[src/rtl/booth_seq_multiplier_if.sv]
// rtl/booth_seq_multiplier_if.sv - start/done handshake bundle for the sequential Booth multiplier
//
// Signals:
//   start      request an operation (honoured only while busy=0)
//   is_signed  1 = two's-complement operands, 0 = unsigned
//   a, b       N-bit multiplicand / multiplier, captured with start
//   busy       operation in progress
//   done       one-cycle pulse, product/overflow final
//   product    2N-bit result, held until the next accepted start
//   overflow   result does not fit in N bits for the selected mode
// Modports: master = datapath controller, slave = multiplier.
interface booth_seq_multiplier_if #(
    parameter int N = 32
);
    logic             start;
    logic             is_signed;
    logic [N-1:0]     a;
    logic [N-1:0]     b;
    logic             busy;
    logic             done;
    logic [2*N-1:0]   product;
    logic             overflow;

    modport master (
        output start, is_signed, a, b,
        input  busy, done, product, overflow
    );

    modport slave (
        input  start, is_signed, a, b,
        output busy, done, product, overflow
    );
endinterface

[src/rtl/booth_seq_multiplier.sv]
// rtl/booth_seq_multiplier.sv - sequential radix-4 Booth multiplier, one digit per clock
//
// Ports:
//   clk    rising-edge clock
//   rst_n  asynchronous active-low reset
//   bus    booth_seq_multiplier_if.slave (start, is_signed, a, b in; busy, done, product, overflow out)
// Operands are extended to N+2 bits so that unsigned values become positive
// signed values and one Booth recoding handles both modes. The accumulator
// holds {partial high, remaining multiplier} and shifts right two bits per digit.
module booth_seq_multiplier #(
    parameter int N = 32
) (
    input  logic                   clk,
    input  logic                   rst_n,
    booth_seq_multiplier_if.slave  bus
);
    localparam int W    = N + 2;          // extended operand width
    localparam int AW   = 2 * W;          // accumulator width
    localparam int ITER = N / 2 + 1;      // Booth digits per operation
    localparam int CW   = $clog2(ITER + 1);
    localparam logic [CW-1:0] ITER_C = CW'(ITER);

    typedef enum logic [1:0] {
        IDLE = 2'd0,
        RUN  = 2'd1,
        DONE = 2'd2
    } state_t;

    state_t           state, state_nxt;
    logic [AW-1:0]    acc;
    logic             acc_q;              // bit to the right of the multiplier LSB
    logic [W+1:0]     mcand;              // multiplicand, wide enough to hold +-2M
    logic [CW-1:0]    cnt;
    logic             sgn;
    logic [2*N-1:0]   product_r;
    logic             overflow_r;

    logic             accept;
    logic             last;
    logic [W-1:0]     a_ext;
    logic [W-1:0]     b_ext;
    logic [2:0]       digit;
    logic [W+1:0]     pp;
    logic [W+1:0]     sum;
    logic [AW-1:0]    acc_shift;
    logic [2*N-1:0]   prod_fin;
    logic             ovf_fin;

    assign accept = bus.start && (state != RUN);
    assign last   = (state == RUN) && (cnt == ITER_C);

    assign a_ext = {{2{bus.is_signed & bus.a[N-1]}}, bus.a};
    assign b_ext = {{2{bus.is_signed & bus.b[N-1]}}, bus.b};

    // FSM state register
    always_ff @(posedge clk or negedge rst_n) begin
        if (!rst_n) begin
            state <= IDLE;
        end else begin
            state <= state_nxt;
        end
    end

    // FSM next state; the DONE cycle may accept a new start directly
    always_comb begin
        state_nxt = state;
        case (state)
            IDLE:    if (bus.start) state_nxt = RUN;
            RUN:     if (cnt == ITER_C) state_nxt = DONE;
            DONE:    state_nxt = bus.start ? RUN : IDLE;
            default: state_nxt = IDLE;
        endcase
    end

    // Booth recoding of {b[2i+1], b[2i], b[2i-1]} and one shift step
    always_comb begin
        digit = {acc[1:0], acc_q};
        pp    = '0;
        case (digit)
            3'b001, 3'b010: pp = mcand;
            3'b011:         pp = mcand << 1;
            3'b100:         pp = -(mcand << 1);
            3'b101, 3'b110: pp = -mcand;
            default:        pp = '0;
        endcase
        // The sum is two bits wider than the high half; placing it at the
        // top of the shifted accumulator is exactly an arithmetic shift by 2.
        sum       = {{2{acc[AW-1]}}, acc[AW-1:W]} + pp;
        acc_shift = {sum, acc[W-1:2]};
    end

    always_comb begin
        prod_fin = acc[2*N-1:0];
        if (sgn) begin
            ovf_fin = !((&prod_fin[2*N-1:N-1]) || !(|prod_fin[2*N-1:N-1]));
        end else begin
            ovf_fin = |prod_fin[2*N-1:N];
        end
    end

    // Datapath
    always_ff @(posedge clk or negedge rst_n) begin
        if (!rst_n) begin
            acc        <= '0;
            acc_q      <= 1'b0;
            mcand      <= '0;
            cnt        <= '0;
            sgn        <= 1'b0;
            product_r  <= '0;
            overflow_r <= 1'b0;
        end else if (accept) begin
            acc   <= {{W{1'b0}}, b_ext};
            acc_q <= 1'b0;
            mcand <= {{2{a_ext[W-1]}}, a_ext};
            cnt   <= '0;
            sgn   <= bus.is_signed;
        end else if (last) begin
            product_r  <= prod_fin;
            overflow_r <= ovf_fin;
        end else if (state == RUN) begin
            acc   <= acc_shift;
            acc_q <= acc[1];
            cnt   <= cnt + 1'b1;
        end
    end

    assign bus.busy     = (state == RUN);
    assign bus.done     = (state == DONE);
    assign bus.product  = product_r;
    assign bus.overflow = overflow_r;
endmodule

[src/flat_wrapper.sv]
// flat-port wrapper written by rule: the top's interface ports become plain ports
module booth_seq_multiplier_flat 
#(
    parameter int N = 32
)
  (clk, rst_n, bus_start, bus_is_signed, bus_a, bus_b, bus_busy, bus_done, bus_product, bus_overflow);
  booth_seq_multiplier_if #(.N(N)) bus_i ();
  input  logic clk;
  input  logic rst_n;
  input wire logic [$bits(bus_i.start)-1:0] bus_start;
  input wire logic [$bits(bus_i.is_signed)-1:0] bus_is_signed;
  input wire logic [$bits(bus_i.a)-1:0] bus_a;
  input wire logic [$bits(bus_i.b)-1:0] bus_b;
  output wire logic [$bits(bus_i.busy)-1:0] bus_busy;
  output wire logic [$bits(bus_i.done)-1:0] bus_done;
  output wire logic [$bits(bus_i.product)-1:0] bus_product;
  output wire logic [$bits(bus_i.overflow)-1:0] bus_overflow;
  assign bus_i.start = bus_start;
  assign bus_i.is_signed = bus_is_signed;
  assign bus_i.a = bus_a;
  assign bus_i.b = bus_b;
  assign bus_busy = bus_i.busy;
  assign bus_done = bus_i.done;
  assign bus_product = bus_i.product;
  assign bus_overflow = bus_i.overflow;
  booth_seq_multiplier #(.N(N)) u_core (.clk(clk), .rst_n(rst_n), .bus(bus_i));
endmodule
[config.mk]
export PLATFORM = sky130hd
export DESIGN_NAME = booth_seq_multiplier_flat
export DESIGN_NICKNAME = d
export VERILOG_FILES = /design/src/rtl/booth_seq_multiplier_if.sv /design/src/rtl/booth_seq_multiplier.sv /design/src/flat_wrapper.sv
export SDC_FILE = /design/constraint.sdc
export NUM_CORES = 1
export LEC_CHECK = 0
export ABC_CLOCK_PERIOD_IN_PS = 11700
export CORE_MARGIN = 2
export CORE_UTILIZATION = 55
export CTS_CLUSTER_DIAMETER = 60
export DETAILED_ROUTE_END_ITERATION = 8
export GPL_TIMING_DRIVEN = 1
export PLACE_DENSITY = 0.82
export SETUP_SLACK_MARGIN = 0.5
export SYNTH_ARGS = -nofsm -noshare
export SYNTH_HDL_FRONTEND = slang
export SYNTH_SLANG_ARGS = --single-unit
export TNS_END_PERCENT = 50
[constraint.sdc]
create_clock -name clk -period 11.7 [get_ports clk]
set_input_delay 1.755 -clock clk [delete_from_list [all_inputs] [get_ports clk]]
set_output_delay 1.755 -clock clk [all_outputs]
set_load 0.005 [all_outputs]
---- Word-level counts from Yosys, hierarchy flattened ----
Cells that the tools add are included.
Widths: inputs -> output; s select.
word-level totals
  output and inout bits ................... 67
  input bits .............................. 68
  register bits ........................... 175
cells by class
  muxes and demuxes ....................... 15
  reductions and logical operators ........ 15
  eq/ne operators ......................... 13
  bitwise operators ....................... 3
  $add $sub $neg .......................... 4
operator list
  operator             count
  $mux 68              3
  $pmux 36 s4          1
  $neg 36->36          2
  $add 36x36->36       1
  $reduce_and 33->1    1
  $reduce_or 33->1     1
  $reduce_or 32->1     1
  $mux 5               3
  $eq 3x3->1 const B   3
  $eq 3x2->1 const B   2
  $ne 2x1->1 const B   3
  $pmux 2 s3           1
  $reduce_and 2->1     3
  $add 5x1->5 const B  1
  $eq 5x5->1 const B   1
  $mux 1               5
  $mux 2               2
  $reduce_or 2->1      2
  $eq 3x1->1 const B   1
  $and 1x1->1          2
  $eq 2x1->1 const B   1
  $eq 2x2->1 const B   1
  $logic_and 1x1->1    2
  $logic_not 1->1      2
  other kinds (5)      5

---- Depth between registers and ports, before layout ----
  depth in word-level cells ............... 7
  depth in mapped cells ................... 20
  mapped depth without buffers ............ 19

---- Worst setup path after synthesis ----
Ideal clock, no wire load.
  path kind ............................... reg-to-reg
  start point ............................. register u_core.mcand[0]
  end point ............................... register u_core.acc[64]
  cell stages (with the launch flop) ...... 20
  data required time ...................... 11.578 ns
  path buffers ............................ 1
  arrival ................................. 4.014 ns
  slack ................................... 7.564 ns
  cells stage by stage .................... dfrtp_1 -> inv_1 -> ha_1 -> nor3b_4 -> nand3_1 -> or3_1 -> xnor2_1 -> a21oi_1 -> a21oi_1 -> a21oi_1 -> ha_1 -> buf_2 -> and3_1 -> and3_1 -> nand3_1 -> a211oi_2 -> o311ai_2 -> a2111oi_1 -> mux2i_1 -> nand2_1
on the way
  longest elaborated chain between the ends .. 6
  elaborated cells between the ends (all ways) .. 7
  those cells by class .................... 3 x add/sub; 4 x mux
ends and longest elaborated chain
  element                         line                                                    RTL
  start, declared                 booth_seq_multiplier.sv:32                              logic [W+1:0] mcand;
  start signal, assigned          booth_seq_multiplier.sv:114                             mcand <= {{2{a_ext[W-1]}}, a_ext};
  $neg 36->36 (on tied branches)  booth_seq_multiplier.sv:83, booth_seq_multiplier.sv:82
  $pmux 36 s4 (*)                 booth_seq_multiplier.sv:79                              case (digit)
  $add 36x36->36 (*)              booth_seq_multiplier.sv:88                              sum = {{2{acc[AW-1]}}, acc[AW-1:W]} + pp;
  $mux 68 (*)                     booth_seq_multiplier.sv:120                             end else if (state == RUN) begin
  $mux 68 (*)                     booth_seq_multiplier.sv:117                             end else if (last) begin
  $mux 68 (*)                     booth_seq_multiplier.sv:111                             end else if (accept) begin
  end signal, assigned            booth_seq_multiplier.sv:112                             acc <= {{W{1'b0}}, b_ext};
  end signal, assigned            booth_seq_multiplier.sv:121                             acc <= acc_shift;
  end, declared                   booth_seq_multiplier.sv:30                              logic [AW-1:0] acc;
Every way passes the cells marked *; elsewhere a longest branch is shown, timed or not. The select of a mux whose other input is x is not followed.
A chain may end at the register's enable or synchronous reset.

---- Final worst setup path ----
  start point ............................. register u_core.mcand[0]
  end point ............................... register u_core.acc[67]
The elaborated chain is that of the path after synthesis.

==> results.ini <==
[run_status]
outcome=finished clean

[detailed_routing]
initialDrtViolationCount=1246
vias=10400
drc_errors=0
vias_per_cell=6.05
wl_per_cell_microns=16.9
drt_wl_total_mm=28.9
final_antenna_net_count=0
drt_pre_antenna_iters=6

[synth]
synth_area_per_cell_sq_um=7.98
mappedNetlistNets=1473
synth.most_common_cell=sky130_fd_sc_hd__nand2_1
post_synth_inst_count=1366
synth.yosys.seq_area_share_pct=40.2
synth_common_cells=sky130_fd_sc_hd__nand2_1 (421), sky130_fd_sc_hd__dfrtp_1 (175), sky130_fd_sc_hd__o21ai_0 (113)
synthesis.area_sq_um=10900
synth.yosys.warnings=0
netlist_top_cells_area=sky130_fd_sc_hd__dfrtp_1 (40%), sky130_fd_sc_hd__nand2_1 (15%), sky130_fd_sc_hd__o21ai_0 (5.2%), sky130_fd_sc_hd__ha_1 (4.4%), sky130_fd_sc_hd__a21oi_1 (3.3%)
async_reset_ff_share_pct=100
yosys.area.top_type=sky130_fd_sc_hd__dfrtp_1
synth_ff_type=sky130_fd_sc_hd__dfrtp_1
synth_cell_type_count=81
postSynthRegisterBits=175
synth_enable_flop_cells=0
synth_top_cell_area_share_pct=40.2

[final_layout]
final_net_count=1539
layout-area-overhead-vs-synth_pct=18.4
diodes=0
finish.instance_area_sq_um=12900
post_route_cells_drive_above_1_share_pct=5.12

[min_path]
holdPathEnd=u_core.bus.product[35]
worst_hold_startpoint=u_core.bus.product[35]
hold_path_class=register to register
worstHoldPathCells=2

[timing]
number_of_setup_violations_in_the_final_report=0
rsz0062_at_grt=no
finalSetupTns_ps=0
slew_headroom_pct=23.0
timing.fmax_ghz=0.193
hold_viol=0
fin_crit_sh_pct=44.2
finalCriticalPeriod_ps=5170
clock_skew_ps=11.4
drv_slew=0
max_slew.worst_pin.slew_ps=1150
finalHoldWorstSlack_ps=474
setup_slack_ps=6530

[worst_setup_path]
worstSetupPathType=register to register
largest_driver_fanout_on_the_critical_path=8
r2r.worst_path.cells=18
worst_r2r_endpoint=u_core.acc[67]
crit_required_ps=11990
endpoint_kind=register
r2r_start=u_core.mcand[0]
timing.critical_path.from_type=register
timing.reg2reg.setup_slack_ps=6530
worstPathArrival_ps=5470

[power_and_ir_drop]
vdd_drop_max_mv=0.163
switching_share_pct=48.6
comb_power_share_pct=60.4
total_power_w=0.00474
power_leakage_nw=5.83
total_switching_power_w=0.00230
cell_internal_pwr_w=0.00244
share_seq_of_total_power_pct=26.7
clkPwrFrac_pct=12.8
power_per_cell_area_nw_per_um2=367

[floorplanning]
rows=51
die_h_microns=145
start_util_pct=56.0
floorplan.io_pins=135
coreArea_sq_um=19500
die_width_microns=145
dieArea_sq_um=21000

[clocking]
tritoncts=done
worst_skew_pair.late_latency_ps=440
post_cts.resized_instances=0
cts.sinks=175
cts_buffers=17
number_of_buffers_between_clock_root_and_the_deepest_sink=2
clk_pin_slew_ps=70
h-tree-depth=4
root_buffer=sky130_fd_sc_hd__clkbuf_16
cts_stage_hold_buffer_count=0
post-cts-setup-buffers=0

[grt]
antenna_found_initial=0
overall_track_demand_over_capacity_in_global_routing_pct=28.3
grt_first_pass_wirelength_mm=47.6
grt_overflow_total=0
grt_pass1_vias=9440
grt_max_degree=112

[job]
cap_viol_max_count=0

[place]
port-buffer-count=134
placed_cell_area_sq_um=12300
globalplace.congestion=0.976
placement.setup.worst_slack_ps=6710
post-dp-hpwl_mm=19.7

[power groups by stage]
stage	Clock, W	Combinational, W	Sequential, W
3_3_place_gp	0	0.00272	0.00125
3_5_place_dp	0	0.00279	0.00126
6_report	0.000609	0.00286	0.00127
4_1_cts	0.000617	0.00282	0.00125
2_1_floorplan	0	0.00218	0.00111
5_1_grt	0.000643	0.00321	0.00130
[cells in the final DEF (no fill, tap or decap), drive strengths merged, types with 18 or more instances in the layout]
cell type	Yosys	routed
nand2	421	421
nor2	52	52
nor4	18	18
o21ai	115	115
nor3	18	18
xor2	28	28
a22oi	46	46
dfrtp	175	175
a21oi	72	72
nand3	51	51
ha	38	38
clkdlybuf4s50	0	133
inv	19	27
xnor2	36	36
nand4	23	23
a21o	18	18
[cell families (layout without fill, tap and decap cells)]
family	Yosys count	count (layout)	synth area share (%)
fa+ha+maj	39	39	4.55
compound gates	335	335	19.4
xor+xnor	64	64	5.14
mux	4	4	0.367
simple gates	634	634	26.0
flops	175	175	40.2
buf+inv	115	194	4.28
[sequential cells by signal, summed over array words and instances (netlist names)]
signal	count
u_core.cnt	5
u_core.acc	68
u_core.sgn	1
u_core.mcand	33
u_core.bus.overflow	1
u_core.acc_q	1
u_core.bus.product	64
u_core.state	2
[worst max path at each step]
| stage | startpoint | to | depth (start not counted) |
|---|---|---|---|
| 6_report | u_core.mcand[0] | u_core.acc[67] | 18 |
| 5_1_grt | u_core.acc_q | u_core.acc[63] | 15 |
| 4_1_cts | u_core.mcand[0] | u_core.acc[67] | 18 |
| 3_5_place_dp | u_core.mcand[0] | u_core.acc[67] | 18 |
| 3_3_place_gp | u_core.mcand[0] | u_core.acc[67] | 18 |
| 2_1_floorplan | u_core.mcand[0] | u_core.acc[64] | 19 |
[routing by layer]
metal | up-vias | wire length [microns] | GRT usage, %
li1 | 4894 | - | -
met1 | 4854 | 12700 | 41.3
met2 | 539 | 13200 | 43.7
met3 | 67 | 2300 | 4.48
met4 | 0 | 695 | 8.53
met5 | - | 0 | 0
[final cells by class]
type	instances	area [sq um]
clock buffer	17	425
clock inverter	15	213
fill	1619	6560
inverter	20	75.1
multi-input combinational	1076	6070
sequential	175	4380
tap	265	332
timing repair buffer	142	1400
[per-stage QoR]
step           util, %  std cells
6_report          66.3       1710
5_1_grt           66.3       1710
4_1_cts           66.3       1710
3_5_place_dp      63.0       1678
3_3_place_gp      63.0       1678
2_1_floorplan        -       1366
[critical path: stages, from the launching register on]
cell                        delay, ps
sky130_fd_sc_hd__dfrtp_1          420
sky130_fd_sc_hd__inv_1            160
sky130_fd_sc_hd__ha_1             280
sky130_fd_sc_hd__nor3b_4          390
sky130_fd_sc_hd__nand3_1          300
sky130_fd_sc_hd__or3_1            390
sky130_fd_sc_hd__xnor2_1          300
sky130_fd_sc_hd__a21oi_1          120
sky130_fd_sc_hd__a21oi_1          220
sky130_fd_sc_hd__a21oi_1          160
sky130_fd_sc_hd__ha_1             500
sky130_fd_sc_hd__and3_1           250
sky130_fd_sc_hd__nand3_1          100
sky130_fd_sc_hd__o32ai_2          330
sky130_fd_sc_hd__o2111ai_1        180
sky130_fd_sc_hd__and2_0           290
sky130_fd_sc_hd__o41ai_2          400
sky130_fd_sc_hd__xnor2_1          160
sky130_fd_sc_hd__o21ai_1           80
(Power assumes the default switching activity.)
